## src/rtl/dmem_ctrl.sv

```systemverilog
// Load/store controller with round-robin two-port arbitration in front of a word memory.
// Converts byte/half/word requests to word accesses (RMW for sub-word stores, extension for loads).
module dmem_ctrl #(
  parameter int unsigned ADDR_WIDTH = 32,
  parameter int unsigned DAT_WIDTH  = 32,
  parameter int unsigned MEM_DEPTH  = 64
) (
  input  logic                  clk,
  input  logic                  rst_n,
  input  logic                  p0_req,
  input  logic [ADDR_WIDTH-1:0] p0_addr,
  input  logic [DAT_WIDTH-1:0]  p0_wdata,
  input  logic                  p0_we,
  input  logic [1:0]            p0_size,
  input  logic                  p0_unsigned,
  output logic                  p0_gnt,
  output logic                  p0_rvalid,
  output logic [DAT_WIDTH-1:0]  p0_rdata,
  output logic                  p0_err,
  input  logic                  p1_req,
  input  logic [ADDR_WIDTH-1:0] p1_addr,
  input  logic [DAT_WIDTH-1:0]  p1_wdata,
  input  logic                  p1_we,
  input  logic [1:0]            p1_size,
  input  logic                  p1_unsigned,
  output logic                  p1_gnt,
  output logic                  p1_rvalid,
  output logic [DAT_WIDTH-1:0]  p1_rdata,
  output logic                  p1_err,
  output logic [ADDR_WIDTH-1:0] mem_addr,
  output logic [DAT_WIDTH-1:0]  mem_wdata,
  output logic                  mem_write,
  output logic                  mem_read,
  input  logic [DAT_WIDTH-1:0]  mem_rdata
);

  localparam int unsigned IDX_W = ADDR_WIDTH - 2;
  localparam logic [IDX_W-1:0] DEPTH_IDX = IDX_W'(MEM_DEPTH);

  localparam logic [1:0] S_IDLE  = 2'd0;
  localparam logic [1:0] S_READ  = 2'd1;
  localparam logic [1:0] S_WRITE = 2'd2;
  localparam logic [1:0] S_RESP  = 2'd3;

  localparam logic [1:0] SZ_B = 2'd0;
  localparam logic [1:0] SZ_H = 2'd1;
  localparam logic [1:0] SZ_W = 2'd2;

  typedef struct packed {
    logic [ADDR_WIDTH-1:0] addr;
    logic [DAT_WIDTH-1:0]  wdata;
    logic                  we;
    logic [1:0]            size;
    logic                  uns;
  } req_t;

  logic [1:0]            state_q, state_d;
  logic                  last_q, last_d;
  logic                  port_q, port_d;
  logic [ADDR_WIDTH-1:0] addr_q, addr_d;
  logic [15:0]           wdata_q, wdata_d;
  logic                  we_q, we_d;
  logic [1:0]            size_q, size_d;
  logic                  uns_q, uns_d;

  logic                  mem_read_d, mem_write_d;
  logic [ADDR_WIDTH-1:0] mem_addr_d;
  logic [DAT_WIDTH-1:0]  mem_wdata_d;
  logic [1:0]            rvalid_d;
  logic [DAT_WIDTH-1:0]  rdata_d;
  logic                  err_d;

  req_t sel_req;
  logic sel_port;
  logic grant;
  logic sel_err;

  function automatic logic is_err(input logic [ADDR_WIDTH-1:0] addr, input logic [1:0] size);
    is_err = (size == 2'b11)
          || (size == SZ_H && addr[0])
          || (size == SZ_W && addr[1:0] != 2'b00)
          || (addr[ADDR_WIDTH-1:2] >= DEPTH_IDX);
  endfunction

  function automatic logic [DAT_WIDTH-1:0] load_ext(input logic [DAT_WIDTH-1:0] word,
                                                    input logic [1:0] off,
                                                    input logic [1:0] size,
                                                    input logic uns);
    logic [7:0]  b;
    logic [15:0] h;
    b = word[{off, 3'b000} +: 8];
    h = word[{off[1], 4'b0000} +: 16];
    case (size)
      SZ_B:    load_ext = uns ? DAT_WIDTH'(b) : {{(DAT_WIDTH-8){b[7]}}, b};
      SZ_H:    load_ext = uns ? DAT_WIDTH'(h) : {{(DAT_WIDTH-16){h[15]}}, h};
      default: load_ext = word;
    endcase
  endfunction

  // Only byte and half stores take the merge path; word stores bypass READ.
  function automatic logic [DAT_WIDTH-1:0] store_merge(input logic [DAT_WIDTH-1:0] word,
                                                       input logic [15:0] data,
                                                       input logic [1:0] off,
                                                       input logic [1:0] size);
    logic [DAT_WIDTH-1:0] w;
    w = word;
    if (size == SZ_B) w[{off, 3'b000} +: 8] = data[7:0];
    else              w[{off[1], 4'b0000} +: 16] = data;
    store_merge = w;
  endfunction

  // Round-robin pick: on contention the port not granted last wins.
  always_comb begin
    if (p0_req && p1_req) sel_port = ~last_q;
    else                  sel_port = p1_req;
    sel_req = sel_port ? {p1_addr, p1_wdata, p1_we, p1_size, p1_unsigned}
                       : {p0_addr, p0_wdata, p0_we, p0_size, p0_unsigned};
    sel_err = is_err(sel_req.addr, sel_req.size);
    grant   = rst_n && (state_q == S_IDLE) && (p0_req || p1_req);
  end

  assign p0_gnt = grant && !sel_port;
  assign p1_gnt = grant &&  sel_port;

  // Next state plus next values of every registered output.
  always_comb begin
    state_d     = state_q;
    last_d      = last_q;
    port_d      = port_q;
    addr_d      = addr_q;
    wdata_d     = wdata_q;
    we_d        = we_q;
    size_d      = size_q;
    uns_d       = uns_q;
    mem_read_d  = 1'b0;
    mem_write_d = 1'b0;
    mem_addr_d  = '0;
    mem_wdata_d = '0;
    rvalid_d    = 2'b00;
    rdata_d     = '0;
    err_d       = 1'b0;
    case (state_q)
      S_IDLE: begin
        if (grant) begin
          last_d  = sel_port;
          port_d  = sel_port;
          addr_d  = sel_req.addr;
          wdata_d = sel_req.wdata[15:0];
          we_d    = sel_req.we;
          size_d  = sel_req.size;
          uns_d   = sel_req.uns;
          if (sel_err) begin
            state_d            = S_RESP;
            err_d              = 1'b1;
            rvalid_d[sel_port] = 1'b1;
          end else if (sel_req.we && sel_req.size == SZ_W) begin
            state_d     = S_WRITE;
            mem_write_d = 1'b1;
            mem_addr_d  = ADDR_WIDTH'(sel_req.addr[ADDR_WIDTH-1:2]);
            mem_wdata_d = sel_req.wdata;
          end else begin
            state_d    = S_READ;
            mem_read_d = 1'b1;
            mem_addr_d = ADDR_WIDTH'(sel_req.addr[ADDR_WIDTH-1:2]);
          end
        end
      end
      S_READ: begin
        if (we_q) begin
          state_d     = S_WRITE;
          mem_write_d = 1'b1;
          mem_addr_d  = ADDR_WIDTH'(addr_q[ADDR_WIDTH-1:2]);
          mem_wdata_d = store_merge(mem_rdata, wdata_q, addr_q[1:0], size_q);
        end else begin
          state_d          = S_RESP;
          rvalid_d[port_q] = 1'b1;
          rdata_d          = load_ext(mem_rdata, addr_q[1:0], size_q, uns_q);
        end
      end
      S_WRITE: begin
        state_d          = S_RESP;
        rvalid_d[port_q] = 1'b1;
      end
      S_RESP:  state_d = S_IDLE;
      default: state_d = S_IDLE;
    endcase
  end

  always_ff @(posedge clk or negedge rst_n) begin
    if (!rst_n) state_q <= S_IDLE;
    else        state_q <= state_d;
  end

  always_ff @(posedge clk or negedge rst_n) begin
    if (!rst_n) begin
      last_q    <= 1'b1;
      port_q    <= 1'b0;
      addr_q    <= '0;
      wdata_q   <= '0;
      we_q      <= 1'b0;
      size_q    <= 2'b00;
      uns_q     <= 1'b0;
      mem_read  <= 1'b0;
      mem_write <= 1'b0;
      mem_addr  <= '0;
      mem_wdata <= '0;
      p0_rvalid <= 1'b0;
      p0_rdata  <= '0;
      p0_err    <= 1'b0;
      p1_rvalid <= 1'b0;
      p1_rdata  <= '0;
      p1_err    <= 1'b0;
    end else begin
      last_q    <= last_d;
      port_q    <= port_d;
      addr_q    <= addr_d;
      wdata_q   <= wdata_d;
      we_q      <= we_d;
      size_q    <= size_d;
      uns_q     <= uns_d;
      mem_read  <= mem_read_d;
      mem_write <= mem_write_d;
      mem_addr  <= mem_addr_d;
      mem_wdata <= mem_wdata_d;
      p0_rvalid <= rvalid_d[0];
      p0_rdata  <= rvalid_d[0] ? rdata_d : '0;
      p0_err    <= rvalid_d[0] && err_d;
      p1_rvalid <= rvalid_d[1];
      p1_rdata  <= rvalid_d[1] ? rdata_d : '0;
      p1_err    <= rvalid_d[1] && err_d;
    end
  end

endmodule

```

## config.mk

```make
export PLATFORM = sky130hd
export DESIGN_NAME = dmem_ctrl
export DESIGN_NICKNAME = d
export VERILOG_FILES = /design/src/rtl/dmem_ctrl.sv
export SDC_FILE = /design/constraint.sdc
export NUM_CORES = 1
export LEC_CHECK = 0
export CORE_UTILIZATION = 45
export CTS_BUF_LIST = sky130_fd_sc_hd__clkbuf_16
export DETAILED_ROUTE_END_ITERATION = 10
export PLACE_DENSITY = 0.8
export SLEW_MARGIN = 20
export SYNTH_ARGS = -nofsm -noshare
export SYNTH_HDL_FRONTEND = slang
export SYNTH_SLANG_ARGS = --single-unit
```

## constraint.sdc

```tcl
create_clock -name clk -period 4.5 [get_ports clk]
set_clock_uncertainty 0.2 [all_clocks]
set_input_delay 1.35 -clock clk [delete_from_list [all_inputs] [get_ports clk]]
set_output_delay 1.35 -clock clk [all_outputs]
set_load 0.01 [all_outputs]
```

* Word-level counts from Yosys, hierarchy flattened
Cells that the tools add are included.
Widths: inputs -> output; s select.
** Storage, ports and cells
- Register bits after elaboration :: 190
- Latch bits :: 0
- RAM bits :: 0
- ROM bits :: 0
- Input bits :: 172
- Output and inout port bits :: 136
- Word-level logic and storage cells :: 107
- Memories kept :: 0
** Cells by class
- Add/subtract/negate cells :: 2
- $mul :: 0
- Div/mod/pow operators :: 0
- $lt $le $gt $ge :: 5
- Eq/ne operators :: 8
- Shift-type cells :: 6
- Multiplexer cells :: 46
- Bitwise operators :: 1
- Reductions and logical operators :: 21
** Operator list (number)
- $mux 32 :: 11
- $pmux 32 s2 :: 2
- $mux 30 :: 3
- $mux 68 :: 1
- $bwmux 32 :: 2
- $pmux 30 s2 :: 1
- $shift 16x7->32 const A :: 1
- $shift 8x7->32 const A :: 1
- $shiftx 16x7->32 :: 1
- $shiftx 32x6->16 :: 1
- $shiftx 32x6->8 :: 1
- $shiftx 8x7->32 :: 1
- $ge 30x7->1 const B :: 1
- $mux 1 :: 15
- $neg 5->7 :: 2
- $logic_and 1x1->1 :: 12
- $mux 2 :: 6
- $eq 2x2->1 const B :: 4
- $pmux 2 s4 :: 1
- $eq 2x1->1 const B :: 3
- $pmux 2 s3 :: 1
- $logic_not 2->1 :: 2
- $logic_or 1x1->1 :: 4
- $lt 1x2->1 const B :: 2
- other kinds (8) :: 10

* Logic depth before layout (Yosys ltp)
Gate-level depths: netlist of run 1.
- Word-level depth :: 12
- Mapped depth :: 9

* Worst setup path before layout of run 1
No wires, ideal clock.
- Kind :: input port to output port
- From :: input port p1_req
- To :: output port p0_gnt
- Arrival time :: 2.166 ns
- Required time :: 2.950 ns
- Path slack :: 0.784 ns
- Stages on the path :: 3
- Cell sequence :: a21boi_4 > nor2_2 > clkbuf_1
** On the way
- Cells in the longest elaborated chain, start to end :: 4
- Elaborated cells between the ends (all ways) :: 6
- Classes of those cells :: 1 x mux; 5 x reduce/logical
** Ends and longest elaborated chain
- start, declared :: RTL line 20 : input logic p1_req,
- $logic_and 1x1->1 :: RTL line 114 : if (p0_req && p1_req) sel_port = ~last_q;
- $mux 1 :: RTL line 114
- $logic_not 1->1 :: RTL line 122 : assign p0_gnt = grant && !sel_port;
- $logic_and 1x1->1 * :: RTL line 122
- end, declared :: RTL line 16 : output logic p0_gnt,
Mark *: on every way between the ends. The rest lies on a longest branch, timed or not.

* Worst setup path in the final report of run 1
- From :: input port p0_req
- To :: output port p1_gnt
** On the way
- Cells in the longest elaborated chain, start to end :: 3
- Elaborated cells between the ends (all ways) :: 5
- Classes of those cells :: 1 x mux; 4 x reduce/logical
** Ends and longest elaborated chain
- start, declared :: RTL line 10 : input logic p0_req,
- $logic_and 1x1->1 or $logic_or 1x1->1 (tied branches) :: RTL line 114, 119
- $mux 1 or $logic_and 1x1->1 (tied branches) :: RTL line 114, 119
- $logic_and 1x1->1 * :: RTL line 123 : assign p1_gnt = grant && sel_port;
- end, declared :: RTL line 26 : output logic p1_gnt,
Marked as above.

==> run_results.csv, run 1 <==
group,metric,value,unit
synthesis,yosysTopAreaCellShare,52.9,%
synthesis,yosys.area_share.simple,15.8,%
synthesis,ys_seq_area_share,53.2,%
setup_path,path_buf_inv,4,
floorplan,start_util,46.5,%
synthesis,ys_types,59,
power_and_ir_drop,power_frac_comb,41.4,%
sta,slew_headroom,34.9,%
worst_hold_path,hold_class,"reg2reg",
finish,nNetsFinal,1306,
drt,vias_per_cell,5.71,
power_and_ir_drop,sw_frac_of_total,39.8,%
setup_path,cp_slowest_cell,"clkdlybuf4s50_1",
floorplan,die_h,142,um
power_and_ir_drop,max-vdd-ir-drop,380,uV
synthesis,synth.area.mux_share,6.64,%
synthesis,yosys_warnings,0,
finish,n_antenna_cell,0,
status,status,"finished clean",
sta,holdWs,0.280,ns
cts,clk_latency,0.44,ns
sta,rsz0062_at_grt,"false",
global_routing,grt_pass1_vias,7898,
synthesis,synthArstFlopShare,100,%
finish,syn_to_final_growth,43.9,%
setup_path,crit_path_end_kind,"primary output",
worst_hold_path,hold_start,"addr_q[2]$_DFFE_PN0P_",
cts,cts.htree.levels,4,
setup_path,worstPathArrival,2.85,ns
drt,drc,0,
drt,num_vias,7976,
finish,fillers,1472,
place,port_buffers,305,
power_and_ir_drop,sequentialPowerShare,36.2,%
sta,min_period,4.40,ns
drt,routedWlPerCell,20.4,um
drt,first_iter_violations,782,
place,post-place-ws,0.0253,ns
setup_path,path_max_fanout,4,
cts,cts_tree,"built",
setup_path,reg2reg_from,"addr_q[1]$_DFFE_PN0P_",
drt,antenna_left,0,
global_routing,antenna_found_initial,0,
synthesis,synth_seq_cells,188,
place,place_area,12100,um^2
sta,setup_tns,0,ns
setup_path,cp.required,2.95,ns
power_and_ir_drop,power_per_cell_area,530,nW/um^2
cts,clk_pin_slew,0.07,ns
global_routing,overflow,0,
setup_path,regToRegSetupSlack,1.67,ns
cts,numCtsBuffers,17,
floorplan,core-area,19000,um^2
synthesis,synth-compound-area-share,19.1,%
synthesis,syn_avg_cell_area,10.5,um^2
cts,clk_path_buf_depth,2,
power_and_ir_drop,p_leak,0.00552,uW
power_and_ir_drop,power.switching,2680,uW
floorplan,dieArea,20200,um^2
sta,drv_slew,0,
sta,timing.final.ws_setup,0.0963,ns
sta,clock.fmax,0.227,GHz
sta,hold_viol_final,0,
drt,drtPass1Iterations,6,
setup_path,startpoint_type,"input port",
synthesis,synth-edff-count,0,
cts,cts.sinks,188,
synthesis,synth_xor_area_share,0,%
sta,fin_crit_sh,97.9,%
floorplan,rows,50,
place,place_congestion,0.938,
floorplan,pin_count,308,
power_and_ir_drop,clockPowerShare,22.4,%
setup_path,crit_family,"buffers and inverters",
cts,hold_buffers,0,
run,cap_viol_max_count,0,
finish,design_area,12700,um^2
global_routing,gr-usage-all-layers,28.7,%
synthesis,synthAdderAreaFrac,1.27,%
place,hpwlAfterDp,20800,um
setup_path,crit_path_start,"p0_req",
finish,drive_gt1_share,9.40,%
synthesis,syn_area,8850,um^2
global_routing,grt_pass1_wl,43600,um
cts,clockRootBuffer,"clkbuf_16",
setup_path,path_common_cell,"clkdlybuf4s50_1",
floorplan,die_w,142,um
synthesis,synth_top_family_by_area,"compound AO/OA/AOI/OAI gates",
synthesis,ys_top_cells_by_area,"dfrtp_1 53%, nand2_1 5.0%, mux2i_1 4.9%",
synthesis,yosys.area.top_type,"dfrtp_1",
global_routing,grt_max_degree,75,
synthesis,syn-instance-count,840,
finish,utilization,66.9,%
synthesis,synthFlopType,"dfrtp_1",
setup_path,criticalPathCategory,"in2out",
sta,setup_viol,0,
finish,regArea,4710,um^2
drt,routed_wl,28500,um
power_and_ir_drop,intPower,4060,uW
finish,multi_input_comb_area,3810,um^2
setup_path,crit_chain,"clkdlybuf4s50_1 -> buf_4 -> a21boi_4 -> nand2_2 -> clkinv_1 -> clkdlybuf4s50_1",
sta,tightest_slew,0.977,ns
setup_path,critical_path.max_stage_delay,0.56,ns
==> placed cells by master, fill, tap and decap left out, drive strengths merged, types with 4 or more instances in the layout <==
| cell | n |
|---|---|
| a221oi | 16 |
| o221ai | 10 |
| nor2 | 82 |
| buf | 23 |
| o21ai | 49 |
| clkinv | 11 |
| nor3 | 37 |
| and3 | 25 |
| a31oi | 30 |
| dfrtp | 187 |
| clkdlybuf4s50 | 303 |
| a211o | 22 |
| or4 | 4 |
| nand2 | 119 |
| mux4 | 6 |
| mux2i | 43 |
| clkbuf | 18 |
| o31ai | 6 |
| a22oi | 35 |
| a21oi | 11 |
| o21a | 7 |
| nor4 | 14 |
| o22ai | 22 |
| inv | 12 |
| ha | 9 |
==> through the flow <==
stage / power, uW / cells
2_1_floorplan: 4150 / 841
5_1_grt: 7120 / 1398
3_5_place_dp: 5220 / 1366
6_report: 6740 / 1398
3_3_place_gp: 5150 / 1366
4_1_cts: 6740 / 1398
==> cell type report <==
class,count,area share (%)
clock buffer,17,3.34
clock inverter,15,1.54
sequential,188,37.0
multi-input combinational,580,29.9
inverter,10,0.295
tap,260,2.56
timing repair buffer,328,25.4
==> cells by family (layout without fill, tap and decap cells) <==
family | after synthesis | after routing
other | 1 | 2
and+or+nand+nor | 298 | 298
buffers and inverters | 73 | 370
muxes | 51 | 51
adders and majority gates | 9 | 9
AOI/OAI and AO/OA | 220 | 220
DFF | 188 | 188
==> cells in the mapped netlist, drive strengths merged (22+ instances only) <==
cell type	count
clkbuf	34
buf	29
nor3	37
dfrtp	187
a211o	22
a31oi	30
o21ai	49
nor2	82
a22oi	35
nand2	119
mux2i	43
and3	25
o22ai	22
==> worst reg2reg max path, cell delays in order (launching register included) <==
cell      delay [ns]
dfrtp_2         0.37
buf_4           0.48
ha_1            0.28
clkinv_1        0.27
nor4_4          0.57
a221oi_1        0.16
a211o_1         0.34
o21ai_0         0.08
==> metal layers <==
metal | global-route usage [%] | vias to the layer above | part of all wire, %
met3 | 5.15 | 76 | 7.4
met1 | 38.9 | 3896 | 41
met4 | 13.4 | 0 | 4.0
met2 | 44.9 | 375 | 47
met5 | 0 | - | 0
li1 | - | 3629 | -
==> sequential cells by signal (all words and copies together), names as in the netlist, 2 cells and up <==
name and flops:
wdata_q 16, p0_rdata 32, mem_addr 30, state_q 2
size_q 2, mem_wdata 32, addr_q 32, p1_rdata 32
==> worst paths after layout <==
check | end | depth (start not counted)
hold reg to reg | mem_addr[0]$_DFF_PN0_ | 2
setup reg to reg | mem_wdata[31]$_DFF_PN0_ | 7
setup / recovery | p1_gnt | 6
max in group asynchronous | addr_q[1]$_DFFE_PN0P_ | 3
hold / removal | mem_addr[0]$_DFF_PN0_ | 2
min in group asynchronous | addr_q[30]$_DFFE_PN0P_ | 2
==> repair_timing <==
action | CTS | global route
buffers inserted | 0 | 0
gates resized for setup | 0 | 1
setup endpoints to repair | 0 | 1
==> power by group through the flow <==
stage	Clock, uW	Combinational [uW]	Sequential (uW)
2_1_floorplan	0	1720	2430
3_3_place_gp	0	2700	2450
3_5_place_dp	0	2750	2460
4_1_cts	1530	2770	2430
5_1_grt	1590	3030	2490
6_report	1510	2790	2440
No activity file was read; power rests on OpenSTA's default activity.
==> inputs of run 2 (changes only) <==
ABC_AREA = 1   (was default)
PLACE_DENSITY = 0.79   (was 0.8)
==> run_results.csv, run 2 <==
group,metric,value,unit
floorplan,core-area,20300,um^2
floorplan,rows,52,
run,cap_viol_max_count,0,
global_routing,antenna_found_initial,1,
synthesis,syn_area,9340,um^2
sta,drv_slew,0,
sta,setup_viol,0,
setup_path,worstPathArrival,2.78,ns
floorplan,dieArea,21300,um^2
setup_path,reg2reg_from,"addr_q[0]$_DFFE_PN0P_",
finish,layout_commonest_cell,"clkdlybuf4s50_1",
synthesis,syn-instance-count,1095,
sta,clock.fmax,0.231,GHz
sta,fin_crit_sh,96.1,%
setup_path,critical_path.max_stage_delay,0.55,ns
setup_path,path_max_fanout,2,
sta,timing.final.ws_setup,0.174,ns
floorplan,pin_count,308,
place,port_buffers,305,
finish,drive_gt1_share,8.33,%
setup_path,crit_chain,"clkdlybuf4s50_1 -> nor2_1 -> nor2_2 -> clkinv_1 -> nor2_2 -> clkdlybuf4s50_1",
drt,routedWlPerCell,17.8,um
synthesis,syn_avg_cell_area,8.53,um^2
synthesis,yosys-top-cells-count,"187 x dfrtp_1, 158 x nand2_1, 137 x inv_1, 137 x o21ai_0, 86 x nor2_1",
drt,vias_per_cell,5.29,
finish,syn_to_final_growth,40.4,%
setup_path,crit_path_end_kind,"primary output",
sta,tightest_slew,1.04,ns
synthesis,yosys.area.top_type,"dfrtp_1",
cts,cts.htree.levels,4,
place,post-place-ws,0.176,ns
synthesis,ys_seq_area_share,50.4,%
drt,antenna_left,0,
setup_path,cp.required,2.95,ns
sta,hold_viol_final,0,
finish,nNetsFinal,1549,
global_routing,overflow,0,
power_and_ir_drop,max-vdd-ir-drop,331,uV
cts,cts_resized,0,
setup_path,crit_path_start,"p0_req",
drt,routed_wl,29400,um
setup_path,startpoint_type,"input port",
cts,clk_path_buf_depth,2,
cts,hold_buffers,0,
drt,first_iter_violations,779,
global_routing,grt_pass1_wl,45800,um
drt,num_vias,8735,
worst_hold_path,hold_class,"reg2reg",
finish,layout_common_cells,"304 x clkdlybuf4s50_1, 186 x dfrtp_1, 158 x nand2_1",
synthesis,synthFlopType,"dfrtp_1",
place,hpwlAfterDp,22300,um
sta,slew_headroom,30.2,%
cts,cts.sinks,188,
floorplan,start_util,46.0,%
cts,post_cts_buffers,0,
global_routing,grt_pass1_vias,8467,
synthesis,yosys_warnings,0,
drt,drc,0,
place,place_congestion,0.944,
cts,clockRootBuffer,"clkbuf_16",
sta,min_period,4.33,ns
synthesis,synth_seq_cells,188,
cts,clk_pin_slew,0.07,ns
status,status,"finished clean",
synthesis,ys_types,38,
synthesis,ys_top_cells_by_area,"dfrtp_1 50%, o21ai_0 7.3%, nand2_1 6.3%",
synthesis,yosysTopAreaCellShare,50.1,%
worst_hold_path,hold_start,"addr_q[9]$_DFFE_PN0P_",
finish,n_antenna_cell,0,
cts,numCtsBuffers,17,
synthesis,yosysMostFrequentCell,"dfrtp_1",
synthesis,synth-edff-count,0,
sta,rsz0062_at_grt,"false",
synthesis,synthArstFlopShare,100,%
floorplan,die_w,146,um
cts,clk_latency,0.44,ns
global_routing,gr-usage-all-layers,28.1,%
global_routing,grt_max_degree,66,
sta,setup_tns,0,ns
setup_path,cp_slowest_cell,"clkdlybuf4s50_1",
floorplan,die_h,146,um
power_and_ir_drop,p_leak,0.00593,uW
drt,drtPass1Iterations,6,
power_and_ir_drop,power_per_cell_area,513,nW/um^2
setup_path,criticalPathCategory,"in2out",
cts,cts_tree,"built",
power_and_ir_drop,finalPower,6730,uW
run 2: changes by cell type in the layout (fill, tap and decap cells not counted), moves of 40 or more:
cell     previous run  this run
o21ai_0            43       137
a21oi_1             9        62
nand3_1             3        55
inv_1               6       139
nand2_1           118       158
run 2: cell type report:
class / count / area (um^2)
fillers: 1749 / 7180
flip-flops and latches: 188 / 4710
multi-input cells: 692 / 3720
repair buffers: 328 / 3250
inverters: 141 / 529
clock buffers: 17 / 425
well taps: 270 / 338
clock inverters: 15 / 144
run 2: power breakdown:
part | total, uW | switching, uW | internal, uW | leakage (uW)
logic | 2910 | 1810 | 1100 | 0.00313
registers | 2340 | 258 | 2080 | 0.00252
clock network | 1480 | 666 | 817 | 0.000284
run 2: final timing paths:
path	end	cells after the start	slack (ns)
max	p0_gnt	6	0.17
max in group asynchronous	p1_rdata[0]$_DFF_PN0_	4	1.10
min reg2reg	addr_q[9]$_DFFE_PN0P_	2	0.28
min	addr_q[9]$_DFFE_PN0P_	2	0.28
min in group asynchronous	p0_rvalid$_DFF_PN0_	2	0.94
max reg2reg	mem_wdata[4]$_DFF_PN0_	6	1.30
run 2: per-layer routing:
layer | up-vias | global-route usage, % | wire, um | part of all wire [%]
li1 | 4172 | - | - | -
met1 | 4079 | 36.6 | 12000 | 41
met2 | 425 | 45.3 | 13900 | 47
met3 | 59 | 6.81 | 2670 | 9.1
met4 | 0 | 11.1 | 875 | 3.0
met5 | - | 0 | 0 | 0
run 2: metrics by stage:
stage / area (um^2) / hold slack (ns) / cells / util (%)
final: 13100 / 0.284 / 1651 / 64.6
after global routing: 13100 / 0.306 / 1651 / 64.6
after detailed placement: 12600 / 0.273 / 1619 / 61.8
after CTS: 13100 / 0.290 / 1651 / 64.6
after global placement: 12600 / 0.266 / 1619 / 61.8
after floorplan: 9350 / 0.251 / 1096 / -
run 2: critical path, delay by kind of cell:
kind / cells / cell delay [ns]
buf+inv: 3 / 1.15
simple gates: 3 / 0.27
run 2: cells by family after synthesis:
| kind of cell | after synthesis | share of synthesized area, % |
|---|---|---|
| other cells | 1 | 0.0401 |
| simple gates | 371 | 18.1 |
| fa+ha+maj | 9 | 1.21 |
| flops | 188 | 50.4 |
| compound gates | 294 | 18.7 |
| buf+inv | 216 | 9.92 |
| mux | 16 | 1.71 |
==> inputs of run 3 (changes only) <==
ABC_AREA = default   (was 1)
PLACE_DENSITY = 0.8   (was 0.79)
==> results of run 3 <==
No change in the layout: final DEF, timing and power equal those of run 1.
